--- config.mk ---
export PLATFORM = sky130hd
export DESIGN_NAME = fetch_unit
export DESIGN_NICKNAME = d
export VERILOG_FILES = /design/src/rtl/fetch_unit.sv
export SDC_FILE = /design/constraint.sdc
export NUM_CORES = 1
export LEC_CHECK = 0
export CAP_MARGIN = 30
export CORE_ASPECT_RATIO = 0.75
export CORE_MARGIN = 4
export CORE_UTILIZATION = 47
export CTS_CLUSTER_DIAMETER = 100
export DETAILED_ROUTE_END_ITERATION = 8
export PLACE_DENSITY = 0.81
export SETUP_SLACK_MARGIN = 0.2
export SLEW_MARGIN = 20
export SYNTH_ARGS = -nofsm -noshare
export SYNTH_HDL_FRONTEND = slang
export SYNTH_SLANG_ARGS = --single-unit
--- constraint.sdc ---
create_clock -name clk -period 2.2 [get_ports clk]
set_input_delay 0.22 -clock clk [delete_from_list [all_inputs] [get_ports clk]]
set_output_delay 0.22 -clock clk [all_outputs]
set_load 0.05 [all_outputs]
--- src/rtl/fetch_unit.sv ---
// ----------------------------------------------------------------------------
// fetch_unit
//   Instruction fetch sequencer sitting after the program counter register.
//   It fetches one instruction at a time over a req/ack memory handshake,
//   holds it for the decoder, and computes the next PC. The PC register has
//   no enable, so holding the PC means driving o_pc_next = i_pc_in.
//
// Ports
//   clk            in   rising-edge clock
//   rst            in   asynchronous active-high reset
//   i_pc_in        in   current PC (PC register output)
//   o_pc_next      out  next PC (PC register input), combinational
//   o_imem_req     out  fetch request, registered
//   o_imem_addr    out  fetch address, registered
//   i_imem_ack     in   read data valid for the current request
//   i_imem_rdata   in   instruction data, sampled on i_imem_ack
//   o_ir           out  instruction register
//   o_ir_pc        out  address o_ir was fetched from
//   o_ir_valid     out  o_ir holds an unconsumed instruction
//   i_dec_ready    in   decoder accepts o_ir this cycle
//   i_redirect     in   branch/jump taken: flush and restart at i_redirect_pc
//   i_redirect_pc  in   redirect target
//   o_fetch_err    out  sticky fetch timeout fault
//
// States
//   IDLE | out of reset, issues the first request on the next clock
//   REQ  | request outstanding, o_imem_addr == i_pc_in
//   FULL | instruction held in o_ir, waiting for the decoder
//   DROP | redirected while a request was outstanding; waits for and
//        | discards the stale response before refetching at i_pc_in
//   ERR  | memory never answered; only reset leaves this state
// ----------------------------------------------------------------------------
module fetch_unit #(
    parameter int ADDR_W     = 8,
    parameter int DATA_W     = 8,
    parameter int WAIT_LIMIT = 15
) (
    input  logic              clk,
    input  logic              rst,
    input  logic [ADDR_W-1:0] i_pc_in,
    output logic [ADDR_W-1:0] o_pc_next,
    output logic              o_imem_req,
    output logic [ADDR_W-1:0] o_imem_addr,
    input  logic              i_imem_ack,
    input  logic [DATA_W-1:0] i_imem_rdata,
    output logic [DATA_W-1:0] o_ir,
    output logic [ADDR_W-1:0] o_ir_pc,
    output logic              o_ir_valid,
    input  logic              i_dec_ready,
    input  logic              i_redirect,
    input  logic [ADDR_W-1:0] i_redirect_pc,
    output logic              o_fetch_err
);

    typedef enum logic [2:0] {
        S_IDLE = 3'd0,
        S_REQ  = 3'd1,
        S_FULL = 3'd2,
        S_DROP = 3'd3,
        S_ERR  = 3'd4
    } state_t;

    localparam logic [7:0] LP_LIMIT = 8'(WAIT_LIMIT);

    state_t            r_state;
    state_t            w_state_next;
    logic              r_imem_req;
    logic [ADDR_W-1:0] r_imem_addr;
    logic [DATA_W-1:0] r_ir;
    logic [ADDR_W-1:0] r_ir_pc;
    logic              r_ir_valid;
    logic              r_fetch_err;
    logic [7:0]        r_wait_cnt;

    logic [ADDR_W-1:0] w_pc_next;
    logic [7:0]        w_cnt_inc;
    logic              w_timeout;
    logic              w_issue;
    logic              w_load_ir;
    logic              w_consume;
    logic              w_count;
    logic              w_to_err;

    assign w_cnt_inc = r_wait_cnt + 8'd1;
    assign w_timeout = (w_cnt_inc == LP_LIMIT);

    always_comb begin
        w_pc_next = i_pc_in;
        if (r_state == S_ERR)
            w_pc_next = i_pc_in;
        else if (i_redirect)
            w_pc_next = i_redirect_pc;
        else if (r_state == S_REQ && i_imem_ack)
            w_pc_next = i_pc_in + ADDR_W'(1);
    end

    always_comb begin
        w_state_next = r_state;
        w_issue      = 1'b0;
        w_load_ir    = 1'b0;
        w_consume    = 1'b0;
        w_count      = 1'b0;
        w_to_err     = 1'b0;
        case (r_state)
            S_IDLE: begin
                w_state_next = S_REQ;
                w_issue      = 1'b1;
            end
            S_REQ: begin
                if (i_imem_ack) begin
                    if (i_redirect) begin
                        // Response belongs to the flushed path: refetch at the target.
                        w_issue = 1'b1;
                    end else begin
                        w_load_ir    = 1'b1;
                        w_state_next = S_FULL;
                    end
                end else if (w_timeout) begin
                    w_to_err     = 1'b1;
                    w_state_next = S_ERR;
                end else begin
                    // The old request must stay stable until acked, so a
                    // redirect here only parks us in DROP.
                    w_count = 1'b1;
                    if (i_redirect)
                        w_state_next = S_DROP;
                end
            end
            S_DROP: begin
                if (i_imem_ack) begin
                    w_issue      = 1'b1;
                    w_state_next = S_REQ;
                end else if (w_timeout) begin
                    w_to_err     = 1'b1;
                    w_state_next = S_ERR;
                end else begin
                    w_count = 1'b1;
                end
            end
            S_FULL: begin
                // A redirect flushes ir; a coincident dec_ready is not a consume.
                if (i_redirect || i_dec_ready) begin
                    w_consume    = 1'b1;
                    w_issue      = 1'b1;
                    w_state_next = S_REQ;
                end
            end
            S_ERR: begin
                w_state_next = S_ERR;
            end
            default: begin
                w_state_next = S_IDLE;
            end
        endcase
    end

    always_ff @(posedge clk or posedge rst) begin
        if (rst) begin
            r_state     <= S_IDLE;
            r_imem_req  <= 1'b0;
            r_imem_addr <= '0;
            r_ir        <= '0;
            r_ir_pc     <= '0;
            r_ir_valid  <= 1'b0;
            r_fetch_err <= 1'b0;
            r_wait_cnt  <= '0;
        end else begin
            r_state <= w_state_next;
            if (w_to_err) begin
                r_imem_req  <= 1'b0;
                r_ir_valid  <= 1'b0;
                r_fetch_err <= 1'b1;
            end else begin
                if (w_issue) begin
                    r_imem_req  <= 1'b1;
                    r_imem_addr <= w_pc_next;
                    r_wait_cnt  <= '0;
                end else if (w_count) begin
                    r_wait_cnt <= w_cnt_inc;
                end
                if (w_load_ir) begin
                    r_ir       <= i_imem_rdata;
                    r_ir_pc    <= i_pc_in;
                    r_ir_valid <= 1'b1;
                    r_imem_req <= 1'b0;
                end
                if (w_consume)
                    r_ir_valid <= 1'b0;
            end
        end
    end

    assign o_pc_next   = w_pc_next;
    assign o_imem_req  = r_imem_req;
    assign o_imem_addr = r_imem_addr;
    assign o_ir        = r_ir;
    assign o_ir_pc     = r_ir_pc;
    assign o_ir_valid  = r_ir_valid;
    assign o_fetch_err = r_fetch_err;

endmodule
==> results by group <==
Outcome
  – Status: completed

Setup path
  – Worst-path fanout max: 6
  – CP Data Arrival Time: about 1.9 ns
  – Slowest-stage cell, CP: dfrtp_2
  – CP cell instances: nor3b_4 > buf_6 > buf_4 > buf_6 > or3_1 > o311a_1 > buf_6
  – Crit path buffers/inverters: 4
  – Critical path startpoint category: flop
  – Required @ worst endpoint: ~2.0 ns
  – Crit path max-delay family: buffers and inverters
  – R2R Setup Slk: just under 0.3 ns
  – Most frequent CP cell: buf_6
  – Crit path capture type: output pin
  – Crit path kind: reg2out
  – CP max stage delay: 0.45 ns

Floorplanning
  – Die Y: 66.4 um
  – Die ar.: approximately 5700 sq um
  – Chip width: 85.9 um
  – Initial cell density of the core: 0.506
  – Core ar.: roughly 4200 sq um
  – IO Pins: 64
  – # rows: 20

Placement
  – Final Wtd Congestion: roughly 0.86
  – Hpwl dp: about 4400 um
  – IO buf count: 63
  – Dpl ws: -0.0832 ns

Finish
  – # fillers: 260
  – Inserted Diodes: 0
  – Final nets: 328
  – Most frequent cells in the layout: clkdlybuf4s50_1 (50), dfrtp_1 (35), buf_4 (28)
  – Area growth syn-to-layout: 57.6%
  – Utilization after layout: 0.797
  – Share of cells above drive strength 1: 0.337
  – Most common cell after layout, fill and taps aside: clkdlybuf4s50_1

Synthesis
  – Mapped cell area: 2140 sq um
  – Post-synth EDFFs: 0
  – Top FF cell, synth: dfrtp_1
  – Post-Synthesis Cells: around 200
  – Warnings from Yosys: 0
  – Post-synth cell types: 55
  – Register area share after synthesis: 0.444
  – Post-synth ARST share: 1.00
  – Syn Area/Cell: between 10 and 15 sq um
  – Synthesized Nets: between 200 and 250
  – FF+latch count, synth: 38

Power
  – Final Power: approximately 3.6 mW
  – Seq pwr share: 0.305
  – LEAKAGE: 1.44 nW
  – Int Power: approximately 2.0 mW
  – Clk network pwr share: 0.140
  – Switching Fraction: 0.455
  – Maximum VDD drop: around 0.76 mV
  – Switching power: 1.66 mW
  – P per Cell Area: about 1100 nW/um^2
  – Comb power frac: 0.555

Timing
  – Final setup TNS: 0 ns
  – Worst slew pin tran: between 0.5 and 0.6 ns
  – Final Skew: approximately 0.013 ns
  – Final hold viol count: 0
  – Rel. slew slack: 0.644
  – RSZ-0062 raised after global routing: yes
  – Final Worst Setup Slack: between 0.07 and 0.08 ns
  – Fin crit period: about 2.1 ns
  – Fmax: between 400 and 500 MHz
  – Crit share post-route: 0.964
  – Max-slew violations: 0
  – Final Setup Violations: 0

Clocking
  – Post-CTS Hold Buffers: 0
  – CTS H-Tree Depth: 2
  – Clk root buf: clkbuf_8
  – Clock transition at the registers of the reported paths: roughly 0.08 ns
  – # clock sinks: 38
  – Num CTS Buffers: 5
  – Clk Latency, worst-skew pair: 0.30 ns
  – Clk buf depth: 2
  – CTS tree: built

Run
  – Max-Cap Viols: 0

GRT
  – Gr ovfl total: 0
  – Tot GR Track Use: 0.264
  – Met2 usage: 0.440
  – Met1 Usage GRT: 0.319
  – GRT Max-Usage Layer: met2
  – Largest net degree at the start of global routing: 39
  – Vias in the first global route: about 2,300
  – Global-route wire length before repair: between 10,000 and 15,000 um
  – Met3 global-route usage: 0.0897
  – Initial antenna violation count: 0

Route
  – Router iterations before antenna repair: 4
  – Via count: 2,020
  – DRC: 0
  – WL/cell: approximately 20 um
  – Wirelength, routed: ~7100 um
  – Average vias per placed instance: 5.74
  – DR iter-0 viols: 240
  – Final ANT Viol Nets: 0

Worst hold path
  – Worst hold path type: in2async
-- cell type report --
class / count / area (sq um) / area share
Multi-Input combinational cell: 148 / 1250 / 0.370
Inverter: 5 / 22.5 / 0.00668
Clock inverter: 1 / 5.00 / 0.00148
Timing Repair Buffer: 98 / 988 / 0.293
Clock buffer: 7 / 86.3 / 0.0256
Tap cell: 55 / 68.8 / 0.0204
Sequential cell: 38 / 955 / 0.283
-- registers in the layout, indices dropped and copies added (netlist names) --
signal,flops
o_fetch_err,1
o_imem_addr,8
o_imem_req,1
o_ir,8
o_ir_pc,8
o_ir_valid,1
r_state,3
r_wait_cnt,8
-- worst register-to-register path, delay by kind of cell, from the launching register on --
kind	cells	cell delay, ns
simple gates	1	0.46
mux	2	0.42
buf+inv	2	0.30
flops	1	0.44
compound gates	1	0.16
-- synthesized netlist by cell type, drive strengths merged (4+ instances only) --
master  count  area (sq um)
a21oi       7          46.3
buf         8          46.3
dfrtp      38           951
inv         5          18.8
mux2       22           255
mux2i       4          40.0
nand2      10          37.5
nand2b      4          25.0
nand3       7          35.0
nand4       5          31.3
nor2       12          55.1
nor3        4          20.0
nor3b       5          42.5
o211ai      4          30.0
o21ai      11          55.1
or3         4          25.0
-- power by group through the flow --
stage / clock network [mW] / logic (mW) / registers, mW
finish: 0.511 / 2.02 / 1.11
detailed placement: 0 / 1.91 / 1.11
floorplan: 0 / 0.523 / 1.80
CTS: 0.515 / 2.00 / 1.10
global route: 0.553 / 2.11 / 1.14
global placement: 0 / 1.88 / 1.09
-- path summary, 6_finish.rpt --
| check | start | to | depth (start not counted) |
|---|---|---|---|
| max | r_state[2] | o_pc_next[2] | 7 |
| min | rst | o_imem_addr[6] | 3 |
| max reg2reg | r_state[1] | o_imem_addr[5] | 6 |
| min reg2reg | o_fetch_err | o_fetch_err | 1 |
| max in group asynchronous | rst | r_state[1] | 3 |
| min in group clk | i_pc_in[5] | o_ir_pc[5] | 2 |
-- layer usage --
layer / vias to the layer above / routed length (um)
met5: - / 0
met4: 0 / 79
met3: 11 / 592
met2: 83 / 3470
met1: 995 / 2940
li1: 931 / -
-- stage by stage --
step	instance area, sq um	cells	hold WS [ns]
floorplan	2170	202	0.372
global placement	2970	324	0.474
detailed placement	2970	324	0.463
CTS	3330	351	0.357
global route	3370	352	0.389
finish	3370	352	0.344
-- cells by family after synthesis --
family	after synthesis	synth area share
simple gates	72	0.205
compound gates	42	0.139
flops	38	0.444
mux	26	0.138
buf+inv	16	0.0357
xor+xnor	5	0.0205
fa+ha+maj	3	0.0175
-- what timing repair did --
item / 4_1_cts / 5_1_grt
pin swaps: 12 / 6
setup buffers: 19 / 1
resized for setup: 32 / 11
setup endpoints to repair: 9 / 20
(Power assumes the default switching activity.)
